File: config.mk
export PLATFORM = sky130hd
export DESIGN_NAME = lift_request_queue
export DESIGN_NICKNAME = d
export VERILOG_FILES = /design/src/rtl/lift_request_queue.sv
export SDC_FILE = /design/constraint.sdc
export NUM_CORES = 1
export LEC_CHECK = 0
export CAP_MARGIN = 20
export CORE_MARGIN = 5
export CORE_UTILIZATION = 50
export DETAILED_ROUTE_END_ITERATION = 6
export HOLD_SLACK_MARGIN = 0.02
export MAX_ROUTING_LAYER = met4
export PLACE_DENSITY = 0.75
export SETUP_SLACK_MARGIN = 0.1
export SYNTH_ARGS = -nofsm -noshare
export SYNTH_HDL_FRONTEND = slang
export SYNTH_SLANG_ARGS = --single-unit
export TNS_END_PERCENT = 30
File: constraint.sdc
create_clock -name clk -period 2.8 [get_ports clk]
set_input_delay 0.28 -clock clk [delete_from_list [all_inputs] [get_ports clk]]
set_output_delay 0.28 -clock clk [all_outputs]
set_load 0.05 [all_outputs]
File: src/rtl/lift_request_queue.sv
`default_nettype none
// ============================================================================
//  Module      : lift_request_queue
//  Description : Hall-call request queue in front of the lift control FSM.
//                Edge-detects button presses, drops duplicates of requests
//                already pending, and queues them in arrival order. The
//                oldest request is presented as a one-hot word.
//  Revision    : 1.0  initial release
// ============================================================================
module lift_request_queue #(
    parameter int DEPTH = 6,
    parameter int NBTN  = 6
) (
    input  logic            clk,
    input  logic            rst,
    input  logic [NBTN-1:0] button_in,
    input  logic            pop,
    output logic [NBTN-1:0] button_out,
    output logic            q_empty,
    output logic [NBTN-1:0] pending,
    output logic [3:0]      count
);

    localparam int                 c_PTR_W = (DEPTH > 1) ? $clog2(DEPTH) : 1;
    localparam logic [3:0]         c_DEPTH = 4'(DEPTH);
    localparam logic [c_PTR_W-1:0] c_LAST  = c_PTR_W'(DEPTH - 1);
    localparam logic [NBTN-1:0]    c_ONE   = NBTN'(1);

    logic [NBTN-1:0]    r_btn_prev;
    logic [NBTN-1:0]    r_arrived;
    logic [NBTN-1:0]    r_pending;
    logic [2:0]         r_fifo [DEPTH];
    logic [c_PTR_W-1:0] r_rd_ptr;
    logic [c_PTR_W-1:0] r_wr_ptr;
    logic [3:0]         r_count;

    logic [NBTN-1:0]    w_press;
    logic [NBTN-1:0]    w_push_oh;
    logic [NBTN-1:0]    w_head_oh;
    logic [2:0]         w_push_idx;
    logic [2:0]         w_head_idx;
    logic               w_pop_ok;
    logic               w_push;

    // A press is a rising edge on a button that is not already being served.
    assign w_press    = button_in & ~r_btn_prev & ~r_pending;
    assign w_pop_ok   = pop && (r_count != 4'd0);
    // A pop in the same cycle frees a slot, so a full queue can still accept.
    assign w_push     = (r_arrived != '0) && ((r_count < c_DEPTH) || w_pop_ok);
    assign w_head_idx = r_fifo[r_rd_ptr];
    assign w_head_oh  = c_ONE << w_head_idx;
    assign w_push_oh  = w_push ? (c_ONE << w_push_idx) : '0;

    // Pick the lowest-index arrived button for this cycle's enqueue.
    always_comb begin
        w_push_idx = 3'd0;
        for (int i = NBTN - 1; i >= 0; i--) begin
            if (r_arrived[i]) begin
                w_push_idx = 3'(i);
            end
        end
    end

    // Edge history, arrival set, lamp register, pointers and occupancy.
    always_ff @(posedge clk) begin
        if (rst) begin
            r_btn_prev <= '1;
            r_arrived  <= '0;
            r_pending  <= '0;
            r_rd_ptr   <= '0;
            r_wr_ptr   <= '0;
            r_count    <= 4'd0;
        end else begin
            r_btn_prev <= button_in;
            r_arrived  <= (r_arrived | w_press) & ~w_push_oh;
            // Moving a bit from arrived into the FIFO leaves its lamp lit;
            // only servicing the head clears it.
            r_pending  <= (r_pending | w_press) & ~(w_pop_ok ? w_head_oh : '0);
            if (w_push) begin
                r_wr_ptr <= (r_wr_ptr == c_LAST) ? '0 : r_wr_ptr + 1'b1;
            end
            if (w_pop_ok) begin
                r_rd_ptr <= (r_rd_ptr == c_LAST) ? '0 : r_rd_ptr + 1'b1;
            end
            case ({w_push, w_pop_ok})
                2'b10:   r_count <= r_count + 4'd1;
                2'b01:   r_count <= r_count - 4'd1;
                default: r_count <= r_count;
            endcase
        end
    end

    // Queue storage; contents are only meaningful under the count.
    always_ff @(posedge clk) begin
        if (!rst && w_push) begin
            r_fifo[r_wr_ptr] <= w_push_idx;
        end
    end

    assign button_out = (r_count != 4'd0) ? w_head_oh : '0;
    assign q_empty    = (r_count == 4'd0);
    assign pending    = r_pending;
    assign count      = r_count;

endmodule
`default_nettype wire

Yosys cells after proc, flatten, opt, wreduce, memory -nomap -nowiden

Memory sizes are Yosys's and may differ from the RTL's. A register that Yosys moved wholly into a read port is not among the register bits.
Index checks and enable logic that the tools add are counted.

Register bits: 28
Memory bits (writable): 18
Output and inout port bits: 17
Logic and storage cells: 53
Memories: 1

Memories:

| name   | depth | bits a word | rd ports | clocked after memory_dff | write ports | line | source |
|---|---|---|---|---|---|---|---|
| r_fifo | 6     | 3           | 1        | 1                        | 1           | 32   | `logic [2:0] r_fifo [DEPTH];` |

Add/subtract/negate cells: 4
$lt $le $gt $ge: 1
Equality and inequality tests: 4
Shift operators: 2
Mux-type cells: 16
Bitwise operators: 10
Reductions and logical operators: 9

Operators with widths:

| kind                | count |
|---|---|
| $mux 3              | 10 |
| $and 6x6->6         | 4 |
| $not 6->6           | 4 |
| $mux 6              | 3 |
| $or 6x6->6          | 2 |
| $shl 1x3->6 const A | 2 |
| $pmux 4 s2          | 1 |
| $add 3x1->3 const B | 2 |
| $eq 3x3->1 const B  | 2 |
| $reduce_bool 6->1   | 1 |
| $add 4x1->4 const B | 1 |
| $logic_not 4->1     | 1 |
| $lt 4x3->1 const B  | 1 |
| $reduce_bool 4->1   | 1 |
| $sub 4x1->4 const B | 1 |
| $logic_and 1x1->1   | 3 |
| $eq 2x1->1 const B  | 1 |
| $eq 2x2->1 const B  | 1 |
| $mux 1              | 2 |
| $reduce_bool 2->1   | 1 |
| $logic_not 1->1     | 1 |
| $logic_or 1x1->1    | 1 |

Logic depth before layout (Yosys ltp)

Depth in word-level cells: 10
Mapped depth: 10

Least setup slack after synthesis

Ideal clock, no wire load.

Kind: register -> register
Start point: reg r_arrived[0]
End point: reg r_count[3], in the netlist count[3]
Data arrival time: 2591 ps
Data required time: 2677 ps
Slack: 86 ps
Cell stages (with the launch flop): 11
Buffers on the path: 2
Path through: dfxtp_1 -> or4_1 -> buf_2 -> or3_1 -> buf_6 -> inv_1 -> ha_1 -> a21o_1 -> a21oi_1 -> mux2i_1 -> mux2_1

Word-level cells in the longest chain between the ends: 4
Elaborated cells on any way between the ends: 6

RTL lines:

| what                                                   | line | source |
|---|---|---|
| from (decl)                                            | 30   | `logic [NBTN-1:0] r_arrived;` |
| from (signal assigned)                                 | 75   | `r_arrived <= (r_arrived \| w_press) & ~w_push_oh;` |
| $reduce_bool 6->1 (*)                                  | 49   | `assign w_push = (r_arrived != '0) && ((r_count < c_DEPTH) \|\| w_pop_ok);` |
| $logic_and 1x1->1 (*)                                  | 49   |  |
| $eq 2x1->1 / $eq 2x2->1 (equally long branches)        | 85   | `case ({w_push, w_pop_ok})` |
| $pmux 4 s2 / $reduce_bool 2->1 (equally long branches) | n/a  |  |
| to (signal assigned)                                   | 86   | `2'b10: r_count <= r_count + 4'd1;` |
| to (signal assigned)                                   | 87   | `2'b01: r_count <= r_count - 4'd1;` |
| to (signal assigned)                                   | 88   | `default: r_count <= r_count;` |
| to (decl)                                              | 35   | `logic [3:0] r_count;` |

Every way passes the cells marked *; elsewhere a longest branch is shown, timed or not.
A chain may end at the register's enable or synchronous reset.

Worst setup path after layout

Same ends and word-level chain as after synthesis.

==> summary.txt <==
Synthesis
  • Area share of the largest cell type after synthesis: between 20% and 30%
  • Synth unique cells: 53
  • Syn Inst Count: roughly 220
  • Fraction of registers with async set/reset: 0%
  • Post-synthesis sequential area ratio: 51.24%
  • Mean Syn Cell Area: roughly 11 um^2
  • Predominant post-synthesis flop cell: dfxtp_1
  • Leading area contributor after synthesis: dfxtp_1
  • Synth Net Count: 227
  • #FFs+latches synth: slightly below 50
  • Synthesized cell area: 2266 um^2
  • Synth area leaders: dfxtp_1, edfxtp_1, nor2_1
  • Post-synth EDFFs: 18
  • Synth Warn #: 0

Critical path
  • CP required: approximately 3000 ps
  • Startpoint types: register
  • Setup CP Type: register to register
  • CP Max Fanout: 6
  • Setup crit end kind: register
  • Worst Reg2Reg Path Length in Cells: 8
  • Worst EP arrival: 2750 ps

Floorplanning
  • Die Ht: about 77 um
  • Starting density of the core: 51.68%
  • Rows: 24
  • Die Wd: around 77 um
  • Full die area: between 5000 and 6000 um^2
  • CORE AREA: 4384 um^2
  • Number of I/O pins: 26

Routing
  • DRT antenna net count: 0
  • Drt pass-1 iters: 4
  • Met2 wire len: approximately 2000 um
  • Starting DRC count in detailed routing: 60
  • DRT Wirelength: ~4500 um
  • Metal1 wirelength: about 2200 um
  • WL/cell: 15.08 um
  • Via density: 5.636
  • Number of remaining DRC errors: 0
  • Uppermost routed layer: met4
  • Via count: 1674
  • Met3 wire len: 210 um

Power
  • Pwr Density: between 800 and 900 nW/um^2
  • Pleak: approximately 1.0 nW
  • Worst vdd ir: between 900 and 1000 uV

Placement
  • Final estimated routing congestion in global placement: slightly below 0.9
  • I/O Buffers: 25
  • Post-Place Worst Slack: 181.9 ps
  • Placed wire-length estimate: 3391 um

Clock tree
  • # clock sinks: 49
  • Skew-Pair Late Insertion Delay: 300 ps
  • CTS H-tree depth: 2
  • Clock-pin slew on the worst setup and hold paths: approximately 90 ps
  • CTS tree: built
  • CTS max path bufs: 2
  • Num CTS Buffers: 5
  • Clk root buf: clkbuf_8
  • Setup Buffers After CTS: 0

Layout
  • Layout cell share with drive strength beyond 1: between 10% and 20%
  • NumNets Final: around 260
  • Synth-to-layout area growth: 17.56%
  • Fill cells: 384
  • Area occupied by multi-input gates: 1010 um^2
  • Most frequent cells in the layout: dfxtp_1, nor2_1, clkdlybuf4s50_1
  • Number of antenna cells inserted: 0
  • Most common cell after layout, fill and taps aside: dfxtp_1
  • Post-route core utilization: roughly 61%
  • Reg area: 1162 um^2

Global route
  • First-pass GRT wire length: about 7600 um
  • Largest net degree at the start of global routing: 33
  • Number of global-route vias before repair: approximately 1600
  • GRT overflow: 0
  • GRT Overall Usage: ~16%
  • Initial antenna violation count: 0

STA
  • Pins Over Slew Limit: 0
  • Final period util: between 90% and 100%
  • TNS Setup: 0 ps
  • RSZ-0062 raised after global routing: false
  • Fmax: just under 0.4 GHz
  • Hold Fails Final Rpt: 0
  • Skew final: 12.04 ps
  • Rel. slew slack: 52.22%
  • Final setup viols: 0
  • Worst-margin pin slew: between 700 and 800 ps
  • Min cycle time layout: ~2600 ps
  • Worst setup slack after layout: 236.5 ps

Worst hold path
  • Hold path cells: 2
  • Worst min path class: register to register

Flow run
  • Max Cap Violations: 0

Status
  • Outcome: finished, final reports clean
logic make-up (layout without fill, tap and decap cells):
group           count (synthesis)  count (layout)  share of synthesized area, %
compound gates                 50              50                         15.74
xor+xnor                        3               3                         1.160
fa+ha+maj                       3               3                         1.988
buf+inv                        24              54                         4.362
flops                          49              49                         51.24
mux                            15              15                         8.780
simple gates                   71              71                         16.73
where the power goes:
part	switching (mW)	internal, mW
registers	0.101	0.818
clock network	0.212	0.202
logic	0.601	0.368
metal layers:
metal	GRT usage, %	vias to the layer above
li1	-	847
met1	21.19	792
met2	24.41	31
met3	4.215	4
met4	4.467	0
met5	-	-
per-stage QoR:
stage	instances	total power, mW	area (um^2)	hold slack [ps]
after floorplan	215	1.640	2270	383.8
after global placement	289	1.903	2572	478.6
after detailed placement	289	1.912	2572	506.1
after CTS	297	2.317	2661	514.8
after global routing	297	2.444	2664	559.8
final	297	2.301	2664	514.1
timing repair:
item,CTS,global route
endpoints found under the hold margin,0,0
setup endpoints to repair,3,1
gates resized for setup,3,1
hold buffers,0,0
layout make-up:
| cell class | count | share of cell area, % |
|---|---|---|
| clock buffers | 8 | 3.382 |
| inverters | 17 | 2.395 |
| multi-input cells | 142 | 37.91 |
| flip-flops and latches | 49 | 43.64 |
| well taps | 52 | 2.442 |
| repair buffers | 29 | 10.24 |
final timing paths:
kind                            start               endpoint  slack, ps
max           r_arrived[0]$_SDFF_PP0_  count[3]$_SDFFE_PP0P_        240
min          r_rd_ptr[2]$_SDFFE_PP0P_               register        510
max reg2reg   r_arrived[0]$_SDFF_PP0_  count[3]$_SDFFE_PP0P_        240
min reg2reg  r_rd_ptr[2]$_SDFFE_PP0P_               register        510
sequential cells by signal, indices dropped and copies added, names as in the netlist, named ones only:
name and flops:
r_rd_ptr 3, r_arrived 6, r_fifo 18, r_wr_ptr 3
pending 6, count 4, r_btn_prev 6
cell usage after synthesis, types with 3 or more instances:
master	instances
nand2_1	10
o21ai_0	3
and3_1	3
nor2_1	26
mux4_2	3
a311oi_1	3
or2_2	7
a21oi_1	16
a211oi_1	5
edfxtp_1	18
nand4b_1	3
or3_1	4
mux2_2	8
inv_1	17
mux2i_1	3
clkbuf_1	4
nor3_1	3
dfxtp_1	31
worst max-delay path, cell delays in order, from the launching register on:
cell,delay (ps)
dfxtp_1,360
or4_1,560
or3_1,380
inv_1,90
ha_1,220
a21o_1,190
a21oi_2,140
mux2i_1,200
mux2_1,330
(Power assumes the default switching activity.)
